--- config.mk ---
export PLATFORM = sky130hd
export DESIGN_NAME = fork_join_ctrl
export DESIGN_NICKNAME = d
export VERILOG_FILES = /design/src/rtl/fork_join_ctrl.sv
export SDC_FILE = /design/constraint.sdc
export NUM_CORES = 1
export LEC_CHECK = 0
export CAP_MARGIN = 0
export CORE_ASPECT_RATIO = 1.75
export CORE_MARGIN = 5
export CORE_UTILIZATION = 49
export DETAILED_ROUTE_END_ITERATION = 12
export PLACE_DENSITY = 0.8
export SETUP_SLACK_MARGIN = 0.4
export SYNTH_ARGS = -nofsm -noshare
export SYNTH_HDL_FRONTEND = slang
export SYNTH_SLANG_ARGS = --single-unit
--- constraint.sdc ---
create_clock -name clk -period 1.76 [get_ports clk]
set_input_delay 0.176 -clock clk [delete_from_list [all_inputs] [get_ports clk]]
set_output_delay 0.176 -clock clk [all_outputs]
set_load 0.005 [all_outputs]
--- src/rtl/fork_join_ctrl.sv ---
// Fork/join controller: launches up to NUM_CH timed channels and joins on ALL, ANY or NONE.
// Optional FJ_DISABLE_FORK_EN adds a disable_fork input that aborts every channel and the pending join.
module fork_join_ctrl #(
  parameter int NUM_CH = 4,
  parameter int DUR_W  = 8
) (
  input  logic                      clk,
  input  logic                      rst_n,
  input  logic                      start,
  input  logic [1:0]                mode,
  input  logic [NUM_CH-1:0]         ch_en,
  input  logic [NUM_CH*DUR_W-1:0]   dur,
`ifdef FJ_DISABLE_FORK_EN
  input  logic                      disable_fork,
  output logic                      aborted,
`endif
  output logic                      busy,
  output logic                      join_done,
  output logic [NUM_CH-1:0]         ch_active,
  output logic [NUM_CH-1:0]         ch_done,
  output logic [$clog2(NUM_CH)-1:0] first_id
);

  localparam int ID_W = $clog2(NUM_CH);

  typedef enum logic {IDLE = 1'b0, WAIT = 1'b1} state_t;

  state_t            state, state_nxt;
  logic [NUM_CH-1:0] pend, pend_nxt;
  logic [NUM_CH-1:0] launch, hit, left;
  logic              any_q, any_nxt;
  logic              join_nxt;
  logic [ID_W-1:0]   id_nxt;
  logic              dis;
  logic [DUR_W-1:0]  cnt [NUM_CH];

`ifdef FJ_DISABLE_FORK_EN
  logic abort_nxt;
  assign dis = disable_fork;
`else
  assign dis = 1'b0;
`endif

  assign busy = (state == WAIT);

  // A channel finishes in the cycle its counter reads zero while still active.
  always_comb begin
    ch_done = '0;
    for (int i = 0; i < NUM_CH; i++) begin
      ch_done[i] = ch_active[i] && (cnt[i] == '0);
    end
  end

  always_comb begin
    state_nxt = state;
    pend_nxt  = pend;
    any_nxt   = any_q;
    join_nxt  = 1'b0;
    id_nxt    = first_id;
    launch    = '0;
    hit       = pend & ch_done;
    left      = pend & ~ch_done;
`ifdef FJ_DISABLE_FORK_EN
    abort_nxt = 1'b0;
`endif
    if (dis) begin
      state_nxt = IDLE;
      pend_nxt  = '0;
`ifdef FJ_DISABLE_FORK_EN
      abort_nxt = (state == WAIT);
`endif
    end else if (state == IDLE) begin
      if (start) begin
        // Channels still running from an earlier fork are left alone and excluded from this join.
        launch = ch_en & ~ch_active;
        if (launch == '0 || mode == 2'b10) begin
          join_nxt = 1'b1;
        end else begin
          state_nxt = WAIT;
          pend_nxt  = launch;
          any_nxt   = (mode == 2'b01);
        end
      end
    end else begin
      if (any_q) begin
        if (hit != '0) begin
          join_nxt  = 1'b1;
          state_nxt = IDLE;
          pend_nxt  = '0;
          for (int i = NUM_CH - 1; i >= 0; i--) begin
            if (hit[i]) id_nxt = ID_W'(i);
          end
        end
      end else begin
        pend_nxt = left;
        if (left == '0) begin
          join_nxt  = 1'b1;
          state_nxt = IDLE;
        end
      end
    end
  end

  always_ff @(posedge clk or negedge rst_n) begin
    if (!rst_n) begin
      state     <= IDLE;
      pend      <= '0;
      any_q     <= 1'b0;
      join_done <= 1'b0;
      first_id  <= '0;
`ifdef FJ_DISABLE_FORK_EN
      aborted   <= 1'b0;
`endif
    end else begin
      state     <= state_nxt;
      pend      <= pend_nxt;
      any_q     <= any_nxt;
      join_done <= join_nxt;
      first_id  <= id_nxt;
`ifdef FJ_DISABLE_FORK_EN
      aborted   <= abort_nxt;
`endif
    end
  end

  // Counter loads D-1 so a zero duration still gives one active cycle.
  always_ff @(posedge clk or negedge rst_n) begin
    if (!rst_n) begin
      ch_active <= '0;
      for (int i = 0; i < NUM_CH; i++) cnt[i] <= '0;
    end else begin
      for (int i = 0; i < NUM_CH; i++) begin
        if (dis) begin
          ch_active[i] <= 1'b0;
          cnt[i]       <= '0;
        end else if (launch[i]) begin
          ch_active[i] <= 1'b1;
          cnt[i]       <= (dur[i*DUR_W +: DUR_W] == '0) ? '0
                                                        : dur[i*DUR_W +: DUR_W] - DUR_W'(1);
        end else if (ch_active[i]) begin
          if (cnt[i] == '0) ch_active[i] <= 1'b0;
          else              cnt[i]       <= cnt[i] - DUR_W'(1);
        end
      end
    end
  end

endmodule

**Word-level counts from Yosys, hierarchy flattened**

Index checks and enable logic that the tools add are counted.

- Flip-flop bits (word level): 45
- Output and inout port bits: 12
- Word-level logic and storage cells: 112
- Input bits: 41

- Mux-type cells: 51
- Add/subtract/negate cells: 8
- Reductions and logical operators: 28
- Bitwise operators: 7
- Eq/ne operators: 8

Operator list:

| operator | count |
|---|---|
| $mux 8 | 16 |
| $logic_not 8->1 | 8 |
| $sub 8x1->8 const B | 8 |
| $mux 4 | 7 |
| $mux 1 | 24 |
| $and 4x4->4 | 3 |
| $ne 2x2->1 const B | 5 |
| $reduce_bool 2->1 | 5 |
| $reduce_and 3->1 | 3 |
| $logic_not 4->1 | 2 |
| $mux 2 | 4 |
| $not 4->4 | 2 |
| $reduce_and 2->1 | 4 |
| $logic_and 1x1->1 | 4 |
| $reduce_bool 4->1 | 1 |
| $ne 3x2->1 const B | 1 |
| $eq 2x1->1 const B | 1 |
| $eq 2x2->1 const B | 1 |
| $not 1->1 | 2 |
| $logic_or 1x1->1 | 1 |

**Longest topological paths before layout**

Gate-level depths: netlist of the first run.

- Depth after elaboration: 8
- Depth in mapped cells: 8
- Gate-level depth less buffers: 8

**Worst setup path before layout of the first run**

Ideal clock, no wire load.

- Path type: register -> register
- From: register cnt[0] in the netlist's numbering
- To: register cnt[0] in the netlist's numbering
- Required time: 1.639 ns
- Slack: -0.040 ns
- Data arrival time: 1.678 ns
- Cell stages (with the launch flop): 8
- Setup time: 0.121 ns
- Cells stage by stage: dfrtp_1 > inv_1 > ha_1 > nor3b_1 > a21boi_0 > or2_2 > clkbuf_1 > o22a_1

- Word-level cells in the longest chain between the ends: 4
- Elaborated cells between the ends (all ways): 7
- Those cells by class: add/sub: 1; eq/ne: 1; mux: 3; reduce/logical: 2

RTL lines:

| item | RTL line | RTL |
|---|---|---|
| from (decl) | 35 | `logic [DUR_W-1:0] cnt [NUM_CH];` |
| from (signal, indexed assignment) | 138 | `cnt[i] <= (dur[i*DUR_W +: DUR_W] == '0) ? '0` |
| from (signal, indexed assignment) | 142 | `else cnt[i] <= cnt[i] - DUR_W'(1);` |
| $sub 8x1->8 | 142 |  |
| $mux 8 | 141 | `if (cnt[i] == '0) ch_active[i] <= 1'b0;` |
| $mux 8 | 140 | `end else if (ch_active[i]) begin` |
| $mux 8 | 136 | `end else if (launch[i]) begin` |

Several ways; a longest one is shown, not always the timed one. The select of a mux whose other input is x is not followed.
A chain may end at the register's enable or synchronous reset.

**Worst setup path in the final report of the first run**

- From: register cnt[8] in the netlist's numbering
- To: register state (netlist: busy)

- Word-level cells in the longest chain between the ends: 8
- Elaborated cells between the ends (all ways): 11
- Those cells by class: mux: 4; bitwise: 3; reduce/logical: 4

RTL lines:

| item | RTL line | RTL |
|---|---|---|
| $logic_not 8->1 * | 50 | `ch_done[i] = ch_active[i] && (cnt[i] == '0);` |
| $logic_and 1x1->1 * | 50 |  |
| $not 4->4 | 62 | `left = pend & ~ch_done;` |
| $and 4x4->4 | 62 |  |
| $logic_not 4->1 | 96 | `if (left == '0) begin` |
| $mux 1 | 96 |  |
| $mux 1 * | 85 | `if (any_q) begin` |
| $mux 1 * | 72 | `end else if (state == IDLE) begin` |
| net state_nxt | 28 | `state_t state, state_nxt;` |
| to (signal assigned) | 115 | `state <= state_nxt;` |
| to (decl) | 28 |  |

Mark *: on every way through the listed nets, which the timed path passes. The rest lies on a longest branch.

==> results of run 1 <==
==> sequential cells by signal, summed over array words and instances, names as in the netlist <==
name,flops
pend,4
join_done,1
busy,1
cnt,32
ch_active,4
first_id,2
any_q,1
==> cell usage in the layout (no fill, tap or decap), types with 9 or more instances in the layout <==
cell             Yosys  routed
buf_4                0     112
o21a_1              15      15
inv_2                0       9
o22ai_1             11      11
nor3_1              12      10
dfrtp_1             45      45
inv_1               26      17
buf_6                0      23
nand2_1             17      16
ha_1                15      10
xnor2_1             17      16
nor2_1              46      41
clkdlybuf4s50_1      0      38
a21oi_1             16      16
==> through the flow <==
step	total power [uW]	TNS, ns
floorplan	4211	0
global placement	5475	-2.418
detailed placement	5643	-3.217
CTS	7630	0
global route	9119	-3.612
finish	8707	-2.260
==> worst max-delay path, cell delays in order, from the launching register on <==
cell and delay, ns:
dfrtp_1 0.40, inv_2 0.10, ha_4 0.14, nor4b_4 0.26, buf_4 0.18, nand4_1 0.17, a41oi_2 0.34, a31oi_1 0.11
and2_1 0.19
==> repair_timing <==
action | in CTS | in global routing
hold buffers | 1 | 0
hold endpoints to repair | 45 | 0
buffers inserted | 33 | 18
pin swaps | 34 | 22
setup endpoints to repair | 54 | 50
gates resized for setup | 80 | 34
==> final cells by class <==
class	count	area (um^2)
multi-input cells	290	2421
repair buffers	186	1608
flip-flops and latches	45	1126
fillers	344	1023
clock buffers	5	125.1
well taps	82	102.6
inverters	26	97.59
clock inverters	2	35.03
==> path summary, 6_finish.rpt <==
path / to / startpoint / cells past startpoint / slack, ns
worst max-delay path: busy / cnt[8] / 8 / -0.24
worst min-delay path: cnt[21] / rst_n / 3 / 0.40
worst max register to register: busy / cnt[8] / 8 / -0.24
worst min register to register: any_q / any_q / 2 / 0.53
max in group asynchronous: cnt[26] / rst_n / 3 / 1.11
min in group clk: cnt[12] / dur[20] / 5 / 0.43
==> power groups by stage <==
stage / clock [uW] / combinational (uW) / sequential [uW]
after global placement: 0 / 3570 / 1900
after CTS: 1060 / 4640 / 1920
after global routing: 1120 / 5950 / 2050
final: 1070 / 5630 / 2010
after floorplan: 0 / 2250 / 1960
after detailed placement: 0 / 3730 / 1920
==> per-layer routing <==
metal | vias to the layer above | routed length (um) | track usage [%]
li1 | 1752 | - | -
met1 | 1937 | 4650 | 30.63
met5 | - | 0 | 0
met3 | 80 | 711 | 3.248
met4 | 0 | 772 | 14.82
met2 | 229 | 6937 | 48.44
==> cell families after synthesis <==
family          Yosys count  synth area share [%]
compound gates          105                 24.08
xor+xnor                 22                 5.887
fa+ha+maj                15                 5.734
buf+inv                  36                 4.243
flops                    45                 34.40
mux                       3                 1.032
simple gates            145                 24.62
==> results by group, run 1 <==
Status
  • Outcome: finished, violations left
  • Failing checks: negative setup slack

Finish
  • Synth-to-Final Area Change: 68.50%
  • Layout Cells excl Fill: approximately 640
  • Layout Nets: 610
  • Finished Cell Area: 5515 um^2
  • Fin util: between 80% and 90%
  • Layout cells sized above 1: slightly above 40%
  • Antenna Cells: 0

Setup path
  • Crit end category: flip-flop
  • Worst EP required: about 1.9 ns
  • Worst Setup Start Kind: flip-flop
  • CP arrival: ~2.2 ns
  • Setup CP Type: flip-flop to flip-flop
  • CP max FO: 3

Power
  • Power per cell area: between 1500 and 2000 nW/um^2
  • Pleak: between 0.002 and 0.0025 uW
  • Combinational power share: roughly two thirds
  • Maximum vdd drop: around 1.1 mV
  • Clock share of power: 12.2%
  • Share of total power in sequential cells: around 23%
  • Pint: 5160 uW
  • Sw Ratio: about two fifths
  • Sw power: approximately 3500 uW

Timing
  • Max_slew headroom: a little over two thirds
  • Final Critical Period: 1.999 ns
  • Fin. Hold Viols: 0
  • RSZ-0062 raised after global routing: true
  • Slew Limit Fails: 0
  • Setup ws final: -0.2395 ns
  • Final hold slack: between 0.3 and 0.4 ns
  • Final setup viols: 23
  • FMAX: approximately 500 MHz
  • Final worst-path cycle share: 113.6%
  • Setup Skew: between 0.01 and 0.015 ns
  • Actual slew at the worst max-slew pin: roughly 0.44 ns

CTS
  • Root buffer cell: clkbuf_16
  • H-Tree Depth: 2
  • Max clock buf depth: 2
  • CTS Buf Count: 5
  • CTS Sinks: 45
  • CTS tree: yes
  • Register clock-pin slew on the reported worst setup and hold paths: ~0.070 ns
  • Worst skew pair latency: a little under 0.3 ns

Yosys
  • Cells after synthesis: between 300 and 400
  • Synth area leaders: dfrtp_1 (34%), ha_1 (5.7%), nor2_1 (5.3%), xnor2_1 (4.5%), o21a_1 (3.4%)
  • Top cell type's share of synthesized area: between 30 and 40%
  • Mean area per synthesized cell: about 8.8 um^2
  • Post-synth cell types: 53
  • Most frequent cells after synthesis: nor2_1 (46), dfrtp_1 (45), inv_1 (26)
  • Synth Warn #: 0
  • Area leader, netlist: dfrtp_1
  • Synth async-reset ratio: 100.0%
  • Sequential area share after synthesis: about 34%
  • Ys flop type: dfrtp_1
  • Post-synth EDFFs: 0
  • Most common cell in the synthesized netlist: nor2_1
  • Syn Nets: between 400 and 500
  • Post-synthesis cell area: between 3000 and 4000 um^2
  • Synth Register Bits: 45

Floorplanning
  • Initial Utilization: around half
  • FP Rows: 39
  • Die W: about 70 um
  • Die span in y: roughly 120 um
  • Num ports: 53
  • Die footprint: 8479 um^2
  • Core Box Area: 6539 um^2

Run
  • Max-cap violation count: 0

Placed design
  • DP Worst Slack: -0.2630 ns
  • DP HPWL: 7.046 mm
  • Dpl cell area: 4606 um^2
  • GPL Wtd Cong: about 0.85
  • Port Buffers: 52
  • Placed Instances: approximately 580

Drt
  • Vias: ~4000
  • Final wirelength: approximately 13 mm
  • DRC: 0
  • Post-route ant nets: 0
  • Wire length per cell: just over 20 um
  • Drt pass-1 iters: 6
  • Vias per cell: approximately 6.3
  • DRT iter0 DRCs: roughly 430

GRT
  • Initial antenna violation count: 0
  • GRT overflow: 0
  • Number of global-route vias before repair: 3988
  • Global-route wire length before repair: around 19 mm
  • Overall global routing resource usage: a little over a quarter
  • Largest net degree at the start of global routing: 46

Min path
  • Min-Delay Path Class: input port to asynchronous set/reset pin
(Power assumes the default switching activity.)
==> run 2, diff against run 1 <==
--- a/config.mk
+++ b/config.mk
@@ -8,9 +8,9 @@
 export CAP_MARGIN = 0
 export CORE_ASPECT_RATIO = 1.75
 export CORE_MARGIN = 5
-export CORE_UTILIZATION = 49
+export CORE_UTILIZATION = 54
 export DETAILED_ROUTE_END_ITERATION = 12
-export PLACE_DENSITY = 0.8
+export PLACE_DENSITY = 0.84
 export SETUP_SLACK_MARGIN = 0.4
 export SYNTH_ARGS = -nofsm -noshare
 export SYNTH_HDL_FRONTEND = slang
==> constraint.sdc (replaced) <==
create_clock -name clk -period 1.9 [get_ports clk]
set_input_delay 0.19 -clock clk [delete_from_list [all_inputs] [get_ports clk]]
set_output_delay 0.19 -clock clk [all_outputs]
set_load 0.005 [all_outputs]
==> run 2 against run 1 <==
Compared with the run above:
- the run still ends with negative setup slack left
- die area decreased by 8.2%
- sequential share of layout area increased by 1.6 points
- routed wire length decreased by 3.2%
- highest routed layer unchanged
- maximum frequency increased by 0.38%
- power decreased by 17%
- first-iteration DRC count increased by 7.7%
- sequential cell count unchanged
- global-route usage increased by 0.84 points
- register-to-register slack improved by 0.15 ns
- critical path type unchanged
- largest cell class unchanged
- critical path depth unchanged
- clock power decreased by 41%
==> results by group, run 2 (synthesized netlist as in run 1, its figures left out) <==
Status
  • Outcome: finished, violations left (unchanged)
  • Failing checks: negative setup slack (unchanged)

Finish
  • Antenna Cells: 0 (unchanged)
  • Area of the multi-input gates: 2405 um^2 (was 2421 um^2)
  • Fill cell count: 261 (was 344)
  • Synth-to-Final Area Change: 57.53% (was 68.50%)
  • Commonest non-fill, non-tap cells in the layout: buf_4 (82), nor2_1 (42), dfrtp_1 (38), clkdlybuf4s50_1 (35) (was buf_4 (112), dfrtp_1 (45), nor2_1 (41), clkdlybuf4s50_1 (38), buf_6 (23))
  • Layout cells sized above 1: 39.35% (was 41.52%)
  • Commonest non-fill, non-tap cell in the layout: buf_4 (unchanged)
  • Largest registers: cnt x32, ch_active x4, pend x4 (unchanged)
  • Finished Cell Area: 5156 um^2 (was 5515 um^2)
  • Reg with most FFs: cnt (unchanged)
  • Layout Nets: 576 (was 610)
  • FF/Latch Area: 1135 um^2 (was 1126 um^2)
  • Layout Cells excl Fill: 599 (was 636)
  • Max FFs per register: 32 (unchanged)

Placed design
  • Dpl cell area: 4315 um^2 (was 4606 um^2)
  • Port Buffers: 52 (unchanged)
  • DP Worst Slack: -0.1725 ns (was -0.2630 ns)
  • GPL Wtd Cong: 0.8454 (was 0.8539)
  • DP HPWL: 6.746 mm (was 7.046 mm)
  • Placed Instances: 538 (was 577)

Floorplanning
  • Die footprint: 7779 um^2 (was 8479 um^2)
  • FP Rows: 37 (was 39)
  • Initial Utilization: 55.67% (was 50.06%)
  • Die span in y: 113.0 um (was 118.1 um)
  • Num ports: 53 (unchanged)
  • Core Box Area: 5879 um^2 (was 6539 um^2)
  • Die W: 68.85 um (was 71.78 um)

CTS
  • Worst skew pair latency: 0.31 ns (was 0.29 ns)
  • CTS tree: yes (unchanged)
  • Register clock-pin slew on the reported worst setup and hold paths: 0.09 ns (was 0.07 ns)
  • Root buffer cell: clkbuf_8 (was clkbuf_16)
  • CTS Sinks: 45 (unchanged)
  • Max clock buf depth: 2 (unchanged)
  • CTS Buf Count: 5 (unchanged)
  • H-Tree Depth: 2 (unchanged)

Setup path
  • Worst path slowest cell: dfrtp_1 (unchanged)
  • Worst path top cell family by delay: simple AND/OR/NAND/NOR gates (unchanged)
  • Worst path cell trace: inv_2, ha_4, nor4b_4, buf_4, nand4_1, nand4_1, o211ai_1, a22o_1 (was inv_2, ha_4, nor4b_4, buf_4, nand4_1, a41oi_2, a31oi_1, and2_1)
  • Buf+Inv Stages, Crit Path: 2 (unchanged)
  • Most common cell on crit path: nand4_1
  • Setup CP Type: flip-flop to flip-flop (unchanged)
  • Worst Setup Start Kind: flip-flop (unchanged)
  • CP max FO: 4 (was 3)
  • Critical Path Max Stage Delay: 0.40 ns (about the same)
  • Worst EP required: 2.10 ns (was 1.93 ns)
  • Crit end category: flip-flop (unchanged)
  • CP arrival: 2.19 ns (was 2.17 ns)

Min path
  • Min-Delay Path Class: input port to asynchronous set/reset pin (unchanged)

Drt
  • DRC: 0 (unchanged)
  • Post-route ant nets: 0 (unchanged)
  • DRT iter0 DRCs: 462 (was 429)
  • Vias: 3932 (was 3998)
  • Wire length per cell: 21.12 um (was 20.55 um)
  • Drt pass-1 iters: 5 (was 6)
  • Final wirelength: 12.65 mm (was 13.07 mm)
  • Vias per cell: 6.564 (was 6.286)

Timing
  • Setup Skew: 0.008815 ns (was 0.01101 ns)
  • Setup ws final: -0.09196 ns (was -0.2395 ns)
  • RSZ-0062 raised after global routing: true (unchanged)
  • Total negative slack: -0.2905 ns (was -2.260 ns)
  • Final hold slack: 0.4027 ns (was 0.3994 ns)
  • Final worst-path cycle share: 104.8% (was 113.6%)
  • Max_slew headroom: 61.23% (was 70.76%)
  • Fin. Hold Viols: 0 (unchanged)
  • Slew Limit Fails: 0 (unchanged)
  • Actual slew at the worst max-slew pin: 0.5815 ns (was 0.4352 ns)
  • FMAX: 502.0 MHz (was 500.1 MHz)
  • Final Critical Period: 1.992 ns (was 1.999 ns)
  • Final setup viols: 6 (was 23)

GRT
  • Overall global routing resource usage: 28.09% (was 27.25%)
  • Largest net degree at the start of global routing: 25 (was 46)
  • Initial antenna violation count: 0 (unchanged)
  • Number of global-route vias before repair: 3686 (was 3988)
  • Global-route wire length before repair: 16.89 mm (was 18.77 mm)
  • GRT overflow: 0 (unchanged)

Run
  • Max-cap violation count: 0 (unchanged)

Power
  • Power per cell area: 1400 nW/um^2 (was 1579 nW/um^2)
  • Pleak: 0.002193 uW (was 0.002421 uW)
  • Maximum vdd drop: 1.060 mV (was 1.082 mV)
-- run 2: through the flow --
step,utilization [%],power [uW]
3_3_place_gp,73.40,4736
2_1_floorplan,-,3866
3_5_place_dp,73.40,4896
5_1_grt,87.70,7552
6_report,87.70,7220
4_1_cts,82.36,6241
-- run 2: where the power goes --
part	internal [uW]	switching, uW	leakage, uW
Clock	260	366	0.0000374
Sequential	1390	520	0.000553
Combinational	2440	2240	0.00160
-- run 2: final timing paths --
kind / from / cells after the start / to / slack, ns
worst min-delay path: rst_n / 2 / cnt[26] / 0.40
worst min register to register: first_id[0] / 2 / first_id[0] / 0.54
worst max register to register: cnt[9] / 8 / pend[1] / -0.09
min in group clk: dur[20] / 5 / cnt[12] / 0.54
worst max-delay path: cnt[9] / 8 / pend[1] / -0.09
max in group asynchronous: rst_n / 3 / cnt[4] / 0.95
-- run 2: cell type report --
type	count	area share [%]
multi-input combinational	290	46.64
tap	78	1.893
clock inverter	2	0.2912
timing repair buffer	152	25.87
inverter	26	1.893
sequential	45	22.01
clock buffer	6	1.407
-- run 2: routing by layer --
metal | vias to the layer above | track usage (%) | wire length (um)
met5 | - | 0 | 0
met1 | 1872 | 30.79 | 4267
met2 | 266 | 50.83 | 6641
met4 | 0 | 12.24 | 839
met3 | 106 | 4.369 | 903
li1 | 1688 | - | -
-- run 2: repair_timing --
item | 4_1_cts | 5_1_grt
gates resized for setup | 73 | 47
endpoints found under the setup margin | 49 | 52
setup buffers | 35 | 17
pin swaps | 31 | 27
hold buffers | 1 | 0
endpoints found under the hold margin | 21 | 0
==> run 3, diff against run 2 <==
--- a/config.mk
+++ b/config.mk
@@ -8,9 +8,9 @@
 export CAP_MARGIN = 0
 export CORE_ASPECT_RATIO = 1.75
 export CORE_MARGIN = 5
-export CORE_UTILIZATION = 54
+export CORE_UTILIZATION = 58
 export DETAILED_ROUTE_END_ITERATION = 12
-export PLACE_DENSITY = 0.84
+export PLACE_DENSITY = 0.89
 export SETUP_SLACK_MARGIN = 0.4
 export SYNTH_ARGS = -nofsm -noshare
 export SYNTH_HDL_FRONTEND = slang
==> constraint.sdc (replaced) <==
create_clock -name clk -period 2.4 [get_ports clk]
set_input_delay 0.24 -clock clk [delete_from_list [all_inputs] [get_ports clk]]
set_output_delay 0.24 -clock clk [all_outputs]
set_load 0.005 [all_outputs]
==> run 3 against run 2 <==
Compared with the run above:
- the flow now finishes without violations
- non-clock buffer count is 69 lower
- hold slack improved by 0.012 ns
- register-to-register slack better by 0.60 ns
- sequential power fell by 19%
- power fell by 37%
- final cell count fell by 12%
- routed wire length fell by 30%
- critical endpoint is now ch_done[3]
==> results by group, run 3 (synthesized netlist as in run 1, its figures left out) <==
Status
  • Outcome: complete, no violations (was finished, violations left)

Timing
  • RSZ-0062 raised after global routing: true (unchanged)
  • FMAX: between 400 and 500 MHz
  • Actual slew at the worst max-slew pin: 0.5068 ns (was 0.5815 ns)
  • Final worst-path cycle share: a little under nine tenths
  • Slew Limit Fails: 0 (unchanged)
  • Max_slew headroom: 65.91% (was 61.23%)
  • Final setup viols: 0 (was 6)
  • Setup Skew: 0.006665 ns (was 0.008815 ns)
  • Total negative slack: 0 ns (was -0.2905 ns)
  • Final Critical Period: about 2.1 ns
  • Fin. Hold Viols: 0 (unchanged)

Setup path
  • CP arrival: 1.82 ns (was 2.19 ns)
  • Worst path cell trace: nor4_4, nand3_2, inv_1, clkdlybuf4s50_1 (was inv_2, ha_4, nor4b_4, buf_4, nand4_1, nand4_1, o211ai_1, a22o_1)
  • Worst EP required: 2.16 ns (was 2.10 ns)
  • CP max FO: 6 (was 4)
  • Critical Path Max Stage Delay: 0.49 ns (was 0.40 ns)
  • Worst path slowest cell: clkdlybuf4s50_1 (was dfrtp_1)
  • Buf+Inv Stages, Crit Path: 2 (unchanged)
  • Setup CP Type: flip-flop to output pin (was flip-flop to flip-flop)
  • Worst Setup Start Kind: flip-flop (unchanged)
  • Worst path top cell family by delay: buffers and inverters (was simple AND/OR/NAND/NOR gates)
  • Crit end category: output pin (was flip-flop)

Floorplanning
  • Die W: 66.79 um (was 68.85 um)
  • Num ports: 53 (unchanged)
  • FP Rows: 36 (was 37)
  • Core Box Area: 5540 um^2 (was 5879 um^2)
  • Die footprint: 7305 um^2 (was 7779 um^2)
  • Die span in y: 109.4 um (was 113.0 um)
  • Initial Utilization: 59.08% (was 55.67%)

Finish
  • Commonest non-fill, non-tap cell in the layout: clkdlybuf4s50_1 (was buf_4)
  • Reg with most FFs: cnt (unchanged)
  • Commonest non-fill, non-tap cells in the layout: clkdlybuf4s50_1 (48), nor2_1 (46), dfrtp_1 (43), buf_4 (30), inv_1 (21) (was buf_4 (82), nor2_1 (42), dfrtp_1 (38), clkdlybuf4s50_1 (35))
  • Antenna Cells: 0 (unchanged)
  • Synth-to-Final Area Change: 30.66% (was 57.53%)
  • Fill cell count: 416 (was 261)
  • Max FFs per register: 32 (unchanged)
  • Layout Cells excl Fill: 527 (was 599)
  • Layout cells sized above 1: 18.18% (was 39.35%)
  • Largest registers: cnt x32, ch_active x4, pend x4 (unchanged)
  • Layout Nets: 507 (was 576)

Placed design
  • DP HPWL: 6.101 mm (was 6.746 mm)
  • Placed Instances: 500 (was 538)
  • GPL Wtd Cong: 0.8921 (was 0.8454)
  • Port Buffers: 52 (unchanged)

Power
  • Clock share of power: 12.4% (was 8.7%)
  • Sw Ratio: 41.63% (was 43.35%)
  • Pleak: 0.001789 uW (was 0.002193 uW)
  • Total power: 4539 uW (was 7220 uW)
  • Power per cell area: 1061 nW/um^2 (was 1400 nW/um^2)
  • Share of total power in sequential cells: 34.0% (was 26.4%)
  • Pint: 2649 uW (was 4090 uW)
  • Sw power: 1890 uW (was 3130 uW)
  • Maximum vdd drop: 0.7624 mV (was 1.060 mV)
  • Combinational power share: 53.6% (was 64.9%)

CTS
  • Max clock buf depth: 2 (unchanged)
  • Register clock-pin slew on the reported worst setup and hold paths: 0.08 ns (was 0.09 ns)
  • CTS Sinks: 45 (unchanged)
  • Root buffer cell: clkbuf_8 (unchanged)
  • H-Tree Depth: 2 (unchanged)
  • CTS tree: yes (unchanged)
  • Worst skew pair latency: 0.30 ns (was 0.31 ns)
  • CTS Buf Count: 5 (unchanged)

GRT
  • Number of global-route vias before repair: 3231 (was 3686)
  • Overall global routing resource usage: 24.51% (was 28.09%)
  • Largest net degree at the start of global routing: 28 (was 25)
  • Global-route wire length before repair: 14.08 mm (was 16.89 mm)
  • GRT overflow: 0 (unchanged)
  • Initial antenna violation count: 0 (unchanged)

Drt
  • DRT iter0 DRCs: 196 (was 462)
  • Wire length per cell: 16.70 um (was 21.12 um)
  • Vias per cell: 6.220 (was 6.564)
  • Final wirelength: 8.802 mm (was 12.65 mm)
  • Post-route ant nets: 0 (unchanged)
  • Vias: 3278 (was 3932)
  • Drt pass-1 iters: 5 (unchanged)
  • DRC: 0 (unchanged)

Run
  • Max-cap violation count: 0 (unchanged)

Min path
  • Min-Delay Path Class: input port to asynchronous set/reset pin (unchanged)
run 3: layout make-up:
type / count / area (um^2) / share of cell area (%)
inverters: 26 / 97.59 / 2.282
multi-input cells: 290 / 2101 / 49.12
repair buffers: 83 / 750.7 / 17.55
clock inverters: 2 / 35.03 / 0.8192
flip-flops and latches: 45 / 1129 / 26.39
clock buffers: 5 / 68.82 / 1.609
well taps: 76 / 95.09 / 2.224
run 3: final timing paths:
path	start	to	slack, ns	cells past startpoint
worst max-delay path	cnt[2]	ch_done[3]	0.34	4
worst min-delay path	rst_n	cnt[20]	0.41	2
worst max register to register	cnt[28]	cnt[31]	0.51	6
worst min register to register	any_q	any_q	0.52	2
max in group asynchronous	rst_n	any_q	1.28	3
min in group clk	any_q	any_q	0.52	2
run 3: what timing repair did:
item,in CTS,in global routing
buffers inserted,12,7
hold endpoints to repair,18,0
endpoints found under the setup margin,7,16
hold buffers,1,0
resized for setup,18,10
pin swaps,5,2
run 3: per-stage QoR:
step                      setup slack, ns  area [um^2]  hold slack (ns)  util, %
after detailed placement           0.2386         3925           0.2060    70.84
final                              0.3367         4277           0.4148    77.19
after global routing               0.2590         4277           0.4583    77.19
after global placement             0.2474         3925           0.1958    70.84
after floorplan                    0.6004         3273         -0.05559        -
after CTS                          0.2872         4194           0.4168    75.70
run 3: per-layer routing:
layer,routed length [um],up-vias,global-route usage [%]
met2,4859,119,46.52
met5,0,-,0
li1,-,1535,-
met1,3264,1596,26.62
met4,265,0,9.738
met3,412,28,3.170
run 3: power by group through the flow:
| stage | combinational (uW) | sequential, uW | clock (uW) |
|---|---|---|---|
| final | 2430 | 1540 | 564 |
| after global routing | 2650 | 1590 | 594 |
| after CTS | 2260 | 1510 | 564 |
| after detailed placement | 2010 | 1510 | 0 |
| after global placement | 1920 | 1500 | 0 |
| after floorplan | 1470 | 1410 | 0 |
